`src/rtl/m_muldiv_defines.sv`:
```
// ALU operation codes shared by the integer datapath blocks.
// Only the M-extension codes are consumed by m_muldiv; any other value on
// in_op is treated as an unknown op.
// The guard lets this file be both compiled on its own and included.
`ifndef M_MULDIV_DEFINES_SV
`define M_MULDIV_DEFINES_SV

`define ALU_MUL    6'h20
`define ALU_MULH   6'h21
`define ALU_MULHSU 6'h22
`define ALU_MULHU  6'h23
`define ALU_DIV    6'h24
`define ALU_DIVU   6'h25
`define ALU_REM    6'h26
`define ALU_REMU   6'h27

`endif

```
`src/rtl/m_muldiv_pkg.sv`:
```
// Shared types and helpers for the multiply/divide unit.
//   div_state_e      : iterative divider FSM states
//   prod_width()     : width of the signed internal product (2*XLEN+2)
//   MUL_STAGES_MIN/MAX : legal multiplier pipeline depths
//   is_mul/is_div/is_high : op-class decode of the `ALU_* codes
`include "m_muldiv_defines.sv"

package m_muldiv_pkg;

    typedef enum logic [1:0] {
        DIV_IDLE = 2'd0,
        DIV_CALC = 2'd1,
        DIV_DONE = 2'd2
    } div_state_e;

    localparam int MUL_STAGES_MIN = 1;
    localparam int MUL_STAGES_MAX = 4;

    // Both operands are widened by one bit so that every signedness mix
    // fits a single signed x signed multiply.
    function automatic int prod_width(input int xlen);
        return 2 * xlen + 2;
    endfunction

    localparam int XLEN_DEFAULT   = 32;
    localparam int PROD_W_DEFAULT = 2 * XLEN_DEFAULT + 2;

    function automatic logic is_mul(input logic [5:0] op);
        return (op == `ALU_MUL) || (op == `ALU_MULH) ||
               (op == `ALU_MULHSU) || (op == `ALU_MULHU);
    endfunction

    function automatic logic is_div(input logic [5:0] op);
        return (op == `ALU_DIV) || (op == `ALU_DIVU) ||
               (op == `ALU_REM) || (op == `ALU_REMU);
    endfunction

    // Ops that return the upper half of the product.
    function automatic logic is_high(input logic [5:0] op);
        return (op == `ALU_MULH) || (op == `ALU_MULHSU) || (op == `ALU_MULHU);
    endfunction

endpackage

```
`src/rtl/m_div_iter.sv`:
```
// Iterative restoring divider, one quotient bit per cycle.
// Only compiled when M_DIV_EN is defined; otherwise no divider exists.
// Ports:
//   clk, rst (sync, active high), flush (sync kill)
//   in_valid/in_ready, in_op, in1 (dividend), in2 (divisor) : request
//   out_valid/out_ready, result                             : response
// FSM: IDLE -> CALC (XLEN cycles) -> DONE -> IDLE. Divide-by-zero and
// signed overflow go straight from IDLE to DONE.
`include "m_muldiv_defines.sv"

`ifdef M_DIV_EN
module m_div_iter
    import m_muldiv_pkg::*;
#(
    parameter int XLEN = 32
) (
    input  logic            clk,
    input  logic            rst,
    input  logic            flush,
    input  logic            in_valid,
    output logic            in_ready,
    input  logic [5:0]      in_op,
    input  logic [XLEN-1:0] in1,
    input  logic [XLEN-1:0] in2,
    output logic            out_valid,
    input  logic            out_ready,
    output logic [XLEN-1:0] result
);

    localparam int CNT_W = $clog2(XLEN + 1);

    div_state_e       state_q, state_d;
    logic [CNT_W-1:0] cnt_q, cnt_d;
    logic [XLEN-1:0]  rem_q, rem_d;
    logic [XLEN-1:0]  quo_q, quo_d;
    logic [XLEN-1:0]  dvs_q, dvs_d;
    logic             qneg_q, qneg_d;
    logic             rneg_q, rneg_d;
    logic             want_rem_q, want_rem_d;

    logic            signed_op, rem_op, a_neg, b_neg;
    logic [XLEN-1:0] a_mag, b_mag;
    logic [XLEN:0]   rem_sh, diff;

    always_comb begin
        state_d    = state_q;
        cnt_d      = cnt_q;
        rem_d      = rem_q;
        quo_d      = quo_q;
        dvs_d      = dvs_q;
        qneg_d     = qneg_q;
        rneg_d     = rneg_q;
        want_rem_d = want_rem_q;

        in_ready  = (state_q == DIV_IDLE);
        out_valid = (state_q == DIV_DONE);

        signed_op = (in_op == `ALU_DIV) || (in_op == `ALU_REM);
        rem_op    = (in_op == `ALU_REM) || (in_op == `ALU_REMU);
        a_neg     = signed_op & in1[XLEN-1];
        b_neg     = signed_op & in2[XLEN-1];
        a_mag     = a_neg ? -in1 : in1;
        b_mag     = b_neg ? -in2 : in2;

        // Quotient register doubles as the dividend shifter: its MSB feeds
        // the partial remainder and the new quotient bit enters at the LSB.
        rem_sh = {rem_q, quo_q[XLEN-1]};
        diff   = rem_sh - {1'b0, dvs_q};

        unique case (state_q)
            DIV_IDLE: begin
                if (in_valid) begin
                    want_rem_d = rem_op;
                    if (in2 == '0) begin
                        quo_d   = '1;
                        rem_d   = in1;
                        qneg_d  = 1'b0;
                        rneg_d  = 1'b0;
                        state_d = DIV_DONE;
                    end else if (signed_op && in1 == {1'b1, {(XLEN-1){1'b0}}} &&
                                 in2 == '1) begin
                        quo_d   = in1;
                        rem_d   = '0;
                        qneg_d  = 1'b0;
                        rneg_d  = 1'b0;
                        state_d = DIV_DONE;
                    end else begin
                        // Divide magnitudes; signs are applied on output.
                        quo_d   = a_mag;
                        rem_d   = '0;
                        dvs_d   = b_mag;
                        qneg_d  = a_neg ^ b_neg;
                        rneg_d  = a_neg;
                        cnt_d   = '0;
                        state_d = DIV_CALC;
                    end
                end
            end
            DIV_CALC: begin
                if (!diff[XLEN]) begin
                    rem_d = diff[XLEN-1:0];
                    quo_d = {quo_q[XLEN-2:0], 1'b1};
                end else begin
                    rem_d = rem_sh[XLEN-1:0];
                    quo_d = {quo_q[XLEN-2:0], 1'b0};
                end
                cnt_d = cnt_q + CNT_W'(1);
                if (cnt_q == CNT_W'(XLEN - 1)) begin
                    state_d = DIV_DONE;
                end
            end
            DIV_DONE: begin
                if (out_ready) begin
                    state_d = DIV_IDLE;
                end
            end
            default: state_d = DIV_IDLE;
        endcase

        if (flush) begin
            state_d = DIV_IDLE;
        end

        result = '0;
        if (state_q == DIV_DONE) begin
            if (want_rem_q) begin
                result = rneg_q ? -rem_q : rem_q;
            end else begin
                result = qneg_q ? -quo_q : quo_q;
            end
        end
    end

    always_ff @(posedge clk) begin
        if (rst) begin
            state_q <= DIV_IDLE;
            cnt_q   <= '0;
        end else begin
            state_q <= state_d;
            cnt_q   <= cnt_d;
        end
    end

    always_ff @(posedge clk) begin
        rem_q      <= rem_d;
        quo_q      <= quo_d;
        dvs_q      <= dvs_d;
        qneg_q     <= qneg_d;
        rneg_q     <= rneg_d;
        want_rem_q <= want_rem_d;
    end

endmodule
`endif

```
`src/rtl/m_muldiv.sv`:
```
// RISC-V M-extension multiply/divide unit.
// Ports:
//   clk, rst (sync, active high), flush (sync kill of in-flight ops)
//   in_valid/in_ready, in_op (`ALU_*), in1, in2 : request
//   out_valid/out_ready, result                 : response (0 when idle)
// Multiplies run through a MUL_STAGES-deep pipe (one issue per cycle,
// in-order retire). Divides use m_div_iter when M_DIV_EN is defined;
// without it divide codes are unknown ops and return 0 via the mul pipe.
`include "m_muldiv_defines.sv"

module m_muldiv
    import m_muldiv_pkg::*;
#(
    parameter int XLEN       = 32,
    parameter int MUL_STAGES = 2
) (
    input  logic            clk,
    input  logic            rst,
    input  logic            flush,
    input  logic            in_valid,
    output logic            in_ready,
    input  logic [5:0]      in_op,
    input  logic [XLEN-1:0] in1,
    input  logic [XLEN-1:0] in2,
    output logic            out_valid,
    input  logic            out_ready,
    output logic [XLEN-1:0] result
);

    localparam int PROD_W = prod_width(XLEN);
    localparam int LAST   = MUL_STAGES - 1;

    if (MUL_STAGES < MUL_STAGES_MIN || MUL_STAGES > MUL_STAGES_MAX) begin : g_bad_stages
        $error("m_muldiv: MUL_STAGES out of range");
    end

    // ---------------- multiply operand prep ----------------
    logic                     a_signed, b_signed;
    logic        [XLEN:0]     op_a, op_b;
    logic signed [PROD_W-1:0] op_a_x, op_b_x, prod;
    logic        [XLEN-1:0]   mul_res_in;
    logic                     unused_prod_hi;

    // The result is selected before the pipe so only XLEN bits travel down
    // it; the multiply itself is left for synthesis to retime across stages.
    always_comb begin
        a_signed   = (in_op != `ALU_MULHU);
        b_signed   = (in_op == `ALU_MUL) || (in_op == `ALU_MULH);
        op_a       = {a_signed & in1[XLEN-1], in1};
        op_b       = {b_signed & in2[XLEN-1], in2};
        op_a_x     = {{(PROD_W-XLEN-1){op_a[XLEN]}}, op_a};
        op_b_x     = {{(PROD_W-XLEN-1){op_b[XLEN]}}, op_b};
        prod       = op_a_x * op_b_x;
        mul_res_in = '0;
        if (is_mul(in_op)) begin
            mul_res_in = is_high(in_op) ? prod[2*XLEN-1:XLEN] : prod[XLEN-1:0];
        end
    end

    assign unused_prod_hi = ^prod[PROD_W-1:2*XLEN];

    // ---------------- issue control ----------------
    logic [MUL_STAGES-1:0]           mul_vld_q, mul_vld_d;
    logic [MUL_STAGES-1:0][XLEN-1:0] mul_res_q, mul_res_d;
    logic                            do_div, pipe_empty, stall, mul_acc;
    logic                            div_in_ready, div_out_valid;
    logic [XLEN-1:0]                 div_result;

`ifdef M_DIV_EN
    assign do_div = is_div(in_op);
`else
    assign do_div = 1'b0;
`endif

    assign pipe_empty = ~|mul_vld_q;
    // Head of the pipe waiting on the consumer freezes every stage.
    assign stall      = mul_vld_q[LAST] & ~out_ready;

    always_comb begin
        in_ready = 1'b0;
        if (do_div) begin
            in_ready = div_in_ready & pipe_empty;
        end else begin
            in_ready = div_in_ready & ~stall;
        end
    end

    assign mul_acc = in_valid & in_ready & ~do_div;

    // ---------------- multiply pipe ----------------
    always_comb begin
        mul_vld_d = mul_vld_q;
        mul_res_d = mul_res_q;
        if (!stall) begin
            mul_vld_d[0] = mul_acc;
            mul_res_d[0] = mul_res_in;
            for (int i = 1; i < MUL_STAGES; i++) begin
                mul_vld_d[i] = mul_vld_q[i-1];
                mul_res_d[i] = mul_res_q[i-1];
            end
        end
        // Also discards an accept in the same cycle.
        if (flush) begin
            mul_vld_d = '0;
        end
    end

    always_ff @(posedge clk) begin
        if (rst) begin
            mul_vld_q <= '0;
        end else begin
            mul_vld_q <= mul_vld_d;
        end
    end

    always_ff @(posedge clk) begin
        mul_res_q <= mul_res_d;
    end

    // ---------------- divider ----------------
`ifdef M_DIV_EN
    logic div_in_valid;
    assign div_in_valid = in_valid & do_div & pipe_empty;

    m_div_iter #(
        .XLEN(XLEN)
    ) u_div (
        .clk      (clk),
        .rst      (rst),
        .flush    (flush),
        .in_valid (div_in_valid),
        .in_ready (div_in_ready),
        .in_op    (in_op),
        .in1      (in1),
        .in2      (in2),
        .out_valid(div_out_valid),
        .out_ready(out_ready),
        .result   (div_result)
    );
`else
    assign div_in_ready  = 1'b1;
    assign div_out_valid = 1'b0;
    assign div_result    = '0;
`endif

    // ---------------- response ----------------
    // The issue rule keeps the two sources mutually exclusive; the divider
    // already drives 0 while it has nothing to return.
    assign out_valid = mul_vld_q[LAST] | div_out_valid;
    assign result    = mul_vld_q[LAST] ? mul_res_q[LAST] : div_result;

endmodule

```
`config.mk`:
```
export PLATFORM = sky130hd
export DESIGN_NAME = m_muldiv
export DESIGN_NICKNAME = d
export VERILOG_FILES = /design/src/rtl/m_muldiv_pkg.sv /design/src/rtl/m_div_iter.sv /design/src/rtl/m_muldiv.sv
export VERILOG_INCLUDE_DIRS = /design/src /design/src/rtl
export SDC_FILE = /design/constraint.sdc
export NUM_CORES = 2
export LEC_CHECK = 0
export BUFFER_PORTS_ARGS = -buffer_cell sky130_fd_sc_hd__clkbuf_2
export CORE_MARGIN = 3
export CORE_UTILIZATION = 55
export DETAILED_ROUTE_END_ITERATION = 8
export PLACE_DENSITY_LB_ADDON = 0.2
export SLEW_MARGIN = 15
export SYNTH_ARGS = -nofsm -noshare
export SYNTH_HDL_FRONTEND = slang
export SYNTH_SLANG_ARGS = --single-unit
```
`constraint.sdc`:
```
create_clock -name clk -period 10.5 [get_ports clk]
set_input_delay 0.525 -clock clk [delete_from_list [all_inputs] [get_ports clk]]
set_output_delay 0.525 -clock clk [all_outputs]
set_load 0.02 [all_outputs]
```
==> metrics.txt <==
# TYPE chip_impl_metric gauge
chip_impl_metric{name="synthesis.area_per_instance",unit="µm²"} 9.31
chip_impl_metric{name="pin_count_of_the_biggest_net_entering_global_routing",unit=""} 51
chip_impl_metric{name="drv_cap",unit=""} 0
chip_impl_metric{name="dieWidth",unit="µm"} 277
chip_impl_metric{name="num_vias",unit=""} 28700
chip_impl_metric{name="io_pins",unit=""} 109
chip_impl_metric{name="place_congestion",unit=""} 0.935
chip_impl_metric{name="timing_hold_violations_final",unit=""} 0
chip_impl_metric{name="postCtsSetupRepairBufs",unit=""} 0
chip_impl_info{name="outcome",value="finished clean"} 1
chip_impl_metric{name="placedInstanceArea",unit="mm²"} 0.0414
chip_impl_metric{name="setup-violations-final",unit=""} 0
chip_impl_metric{name="cts-buffers-inserted",unit=""} 9
chip_impl_metric{name="route.detailed.wl_per_inst",unit="µm"} 20.7
chip_impl_metric{name="vias_in_the_first_global_route",unit=""} 31400
chip_impl_metric{name="final-seq-area",unit="mm²"} 0.00196
chip_impl_metric{name="maxSlewHeadroom",unit=""} 0.224
chip_impl_metric{name="timing.fmax",unit="MHz"} 112
chip_impl_metric{name="vertical_die_dimension",unit="µm"} 277
chip_impl_metric{name="count_of_h_tree_levels_built_during_cts",unit=""} 3
chip_impl_info{name="critical_path.startpoint_type",value="input pin"} 1
chip_impl_metric{name="area_of_the_core",unit="mm²"} 0.0720
chip_impl_metric{name="initialDrtViolationCount",unit=""} 1949
chip_impl_metric{name="async_reset_ff_frac",unit=""} 0
chip_impl_metric{name="floorplan.initialDensity",unit=""} 0.560
chip_impl_info{name="cp-end-kind",value="register"} 1
chip_impl_info{name="synth_ff_type",value="sky130_fd_sc_hd__edfxtp_1"} 1
chip_impl_metric{name="final.setup_skew",unit="ps"} 4.92
chip_impl_metric{name="cts-resized-gates",unit=""} 0
chip_impl_metric{name="grt_first_pass_wirelength",unit="mm"} 177
chip_impl_metric{name="nets",unit=""} 5662
chip_impl_metric{name="route.detailed.drc",unit=""} 0
chip_impl_metric{name="final_period_minus_worst_setup_slack",unit="ps"} 8920
chip_impl_metric{name="final_layout_worst_hold_slack",unit="ps"} 380
chip_impl_metric{name="number_of_antenna_violations_at_the_first_check_in_global_routing",unit=""} 5
chip_impl_metric{name="syn_nets",unit=""} 5738
chip_impl_metric{name="grt.total_usage",unit=""} 0.294
chip_impl_metric{name="critPathRequiredTime",unit="ps"} 10570
chip_impl_metric{name="flow.area_growth_from_synthesis",unit="%"} 3.63
chip_impl_metric{name="die-area",unit="mm²"} 0.0765
chip_impl_metric{name="post-place-ws",unit="ps"} 1300
chip_impl_metric{name="grt_overflow",unit=""} 0
chip_impl_metric{name="worst-path-max-fanout",unit=""} 32
chip_impl_metric{name="cts_num_sinks",unit=""} 66
chip_impl_metric{name="timing.critical_path.arrival",unit="ps"} 8990
chip_impl_metric{name="yosysUniqueCellTypes",unit=""} 63
chip_impl_info{name="setup_repair_after_global_routing_missed_its_margin",value="no"} 1
chip_impl_info{name="hold_path_class",value="input pin to register"} 1
chip_impl_metric{name="number_of_max_slew_violations_in_the_final_report",unit=""} 0
chip_impl_info{name="crit_type",value="input pin to register"} 1
chip_impl_metric{name="fin_crit_sh",unit=""} 0.850
chip_impl_metric{name="num-fill-cells",unit=""} 6477
chip_impl_metric{name="synth_cells",unit=""} 4326
chip_impl_metric{name="num_rows",unit=""} 98
chip_impl_metric{name="placement.io_buffers",unit=""} 108
chip_impl_metric{name="clk_latency",unit="ps"} 320
chip_impl_metric{name="synth-warning-count",unit=""} 0
chip_impl_metric{name="ys_seq_area_frac",unit=""} 0.0487
chip_impl_metric{name="cts.path.max_buffers",unit=""} 2
chip_impl_metric{name="drt_wl_total",unit="mm"} 108
chip_impl_metric{name="multi_input_area",unit="mm²"} 0.0334
chip_impl_metric{name="ys_seq_elements",unit=""} 66
chip_impl_metric{name="dr.pass1.iters",unit=""} 5
chip_impl_metric{name="cts.clk_slew.worst_paths",unit="ps"} 50
chip_impl_metric{name="finalInstanceArea",unit="mm²"} 0.0417
chip_impl_metric{name="setup_ws",unit="ps"} 1580
chip_impl_metric{name="worst_slew_pin_slew",unit="ps"} 1160
chip_impl_metric{name="setup_total_negative_slack",unit="ps"} 0
chip_impl_metric{name="via_per_inst",unit=""} 5.51
chip_impl_info{name="cts_root_buf",value="sky130_fd_sc_hd__clkbuf_16"} 1
chip_impl_metric{name="dpl.hpwl",unit="mm"} 89.3
chip_impl_metric{name="drive_above_1_share",unit=""} 0.0421
chip_impl_metric{name="synth-edff-count",unit=""} 64
chip_impl_metric{name="cts_hold_buf",unit=""} 0
chip_impl_metric{name="ant_nets",unit=""} 0
chip_impl_metric{name="synthesis.area",unit="mm²"} 0.0403
chip_impl_info{name="tritoncts",value="built"} 1
[worst max-delay path: stages]
cell and delay [ps]:
sky130_fd_sc_hd__clkbuf_2 90, sky130_fd_sc_hd__nor4b_2 500, sky130_fd_sc_hd__a31oi_2 140, sky130_fd_sc_hd__buf_4 250
sky130_fd_sc_hd__nand2_1 140, sky130_fd_sc_hd__inv_1 120, sky130_fd_sc_hd__fa_1 580, sky130_fd_sc_hd__fa_1 620
sky130_fd_sc_hd__fa_1 530, sky130_fd_sc_hd__inv_1 390, sky130_fd_sc_hd__fa_1 520, sky130_fd_sc_hd__fa_1 500
sky130_fd_sc_hd__fa_1 580, sky130_fd_sc_hd__fa_1 440, sky130_fd_sc_hd__fa_1 490, sky130_fd_sc_hd__inv_1 40
sky130_fd_sc_hd__ha_1 380, sky130_fd_sc_hd__a21o_1 200, sky130_fd_sc_hd__a21o_1 170, sky130_fd_sc_hd__a21oi_1 220
sky130_fd_sc_hd__a21oi_1 90, sky130_fd_sc_hd__a211oi_1 230, sky130_fd_sc_hd__o31ai_1 200, sky130_fd_sc_hd__a31oi_1 430
sky130_fd_sc_hd__o21ai_0 240, sky130_fd_sc_hd__a211o_1 310
[layer usage]
metal	share of wire	GRT usage
met5	0.00038	0
met4	0.026	0.0692
met3	0.067	0.0343
met2	0.49	0.490
met1	0.42	0.418
[kinds of logic (layout without fill, tap and decap cells)]
logic type,after synthesis,in the layout,share of synthesized area
compound gates,257,257,0.0415
mux,2,2,0.000497
flops,66,66,0.0487
fa+ha+maj,1337,1337,0.625
buf+inv,1321,1250,0.123
xor+xnor,69,69,0.0153
simple gates,1274,1274,0.146
other cells,0,2,0
[final cells by class]
cell class,count,area share
diodes,2,0.000120
repair buffers,143,0.0192
well taps,950,0.0285
flip-flops and latches,66,0.0470
multi-input cells,2939,0.800
clock buffers,10,0.00549
inverters,1091,0.0981
clock inverters,6,0.00195
[cells in the final DEF (no fill, tap or decap), drive strengths merged, types with 10 or more instances in the layout]
| master | synthesis | final |
|---|---|---|
| o22ai | 16 | 16 |
| xnor2 | 40 | 40 |
| nor3 | 10 | 10 |
| and2 | 360 | 360 |
| edfxtp | 64 | 64 |
| buf | 1 | 35 |
| or2 | 10 | 10 |
| o21ai | 44 | 44 |
| inv | 1091 | 1091 |
| a211oi | 11 | 11 |
| o211ai | 12 | 12 |
| and3 | 10 | 10 |
| a21o | 40 | 40 |
| xor2 | 28 | 28 |
| clkbuf | 229 | 118 |
| ha | 212 | 212 |
| nand3 | 28 | 28 |
| nand2 | 775 | 775 |
| fa | 1125 | 1125 |
| a21oi | 70 | 70 |
| nor2 | 56 | 56 |
[flip-flops by register name, summed over array words and instances, names as in the netlist]
signal	count
mul_vld_q	2
mul_res_q	64
[final timing paths]
path	to	from	slack [ps]	depth (start not counted)
max	mul_res_q[31]$_SDFFCE_PN0N_	in_op[3]	1580	26
min	mul_vld_q[1]$_SDFFE_PP0N_	flush	380	2
max reg2reg	mul_res_q[15]$_SDFFCE_PN0N_	mul_vld_q[1]$_SDFFE_PP0N_	8310	2
min reg2reg	mul_res_q[40]$_DFFE_PN_	mul_res_q[8]$_SDFFCE_PN0N_	420	0
[cell usage after synthesis, types with 3 or more instances]
cell | instances | share of area
sky130_fd_sc_hd__a211o_1 | 3 | 0.00065
sky130_fd_sc_hd__a211oi_1 | 11 | 0.0021
sky130_fd_sc_hd__a21boi_0 | 5 | 0.00093
sky130_fd_sc_hd__a21o_1 | 40 | 0.0075
sky130_fd_sc_hd__a21oi_1 | 69 | 0.0086
sky130_fd_sc_hd__a31oi_1 | 9 | 0.0014
sky130_fd_sc_hd__a41oi_1 | 4 | 0.00087
sky130_fd_sc_hd__and2_1 | 359 | 0.056
sky130_fd_sc_hd__and3_1 | 10 | 0.0016
sky130_fd_sc_hd__and4_1 | 4 | 0.00087
sky130_fd_sc_hd__clkbuf_1 | 229 | 0.021
sky130_fd_sc_hd__edfxtp_1 | 64 | 0.048
sky130_fd_sc_hd__fa_1 | 1125 | 0.56
sky130_fd_sc_hd__ha_1 | 212 | 0.066
sky130_fd_sc_hd__inv_1 | 1091 | 0.10
sky130_fd_sc_hd__nand2_1 | 775 | 0.072
sky130_fd_sc_hd__nand3_1 | 28 | 0.0035
sky130_fd_sc_hd__nand4_1 | 5 | 0.00078
sky130_fd_sc_hd__nor2_1 | 56 | 0.0052
sky130_fd_sc_hd__nor2b_1 | 3 | 0.00047
sky130_fd_sc_hd__nor3_1 | 9 | 0.0011
sky130_fd_sc_hd__o211ai_1 | 12 | 0.0022
sky130_fd_sc_hd__o21a_1 | 9 | 0.0017
sky130_fd_sc_hd__o21ai_0 | 43 | 0.0053
sky130_fd_sc_hd__o21bai_1 | 7 | 0.0013
sky130_fd_sc_hd__o22ai_1 | 15 | 0.0023
sky130_fd_sc_hd__o31ai_1 | 7 | 0.0013
sky130_fd_sc_hd__or2_2 | 10 | 0.0016
sky130_fd_sc_hd__or3_1 | 3 | 0.00047
sky130_fd_sc_hd__xnor2_1 | 40 | 0.0087
sky130_fd_sc_hd__xor2_1 | 28 | 0.0061
[per-stage QoR]
stage / std cells / util
final: 5207 / 0.580
after global routing: 5205 / 0.580
after CTS: 5205 / 0.580
after detailed placement: 5189 / 0.576
after global placement: 5189 / 0.576
after floorplan: 4326 / -
Power is left out: the tool's default activity adds up to more than one toggle a clock period on the data nets, which glitch-free logic cannot reach.
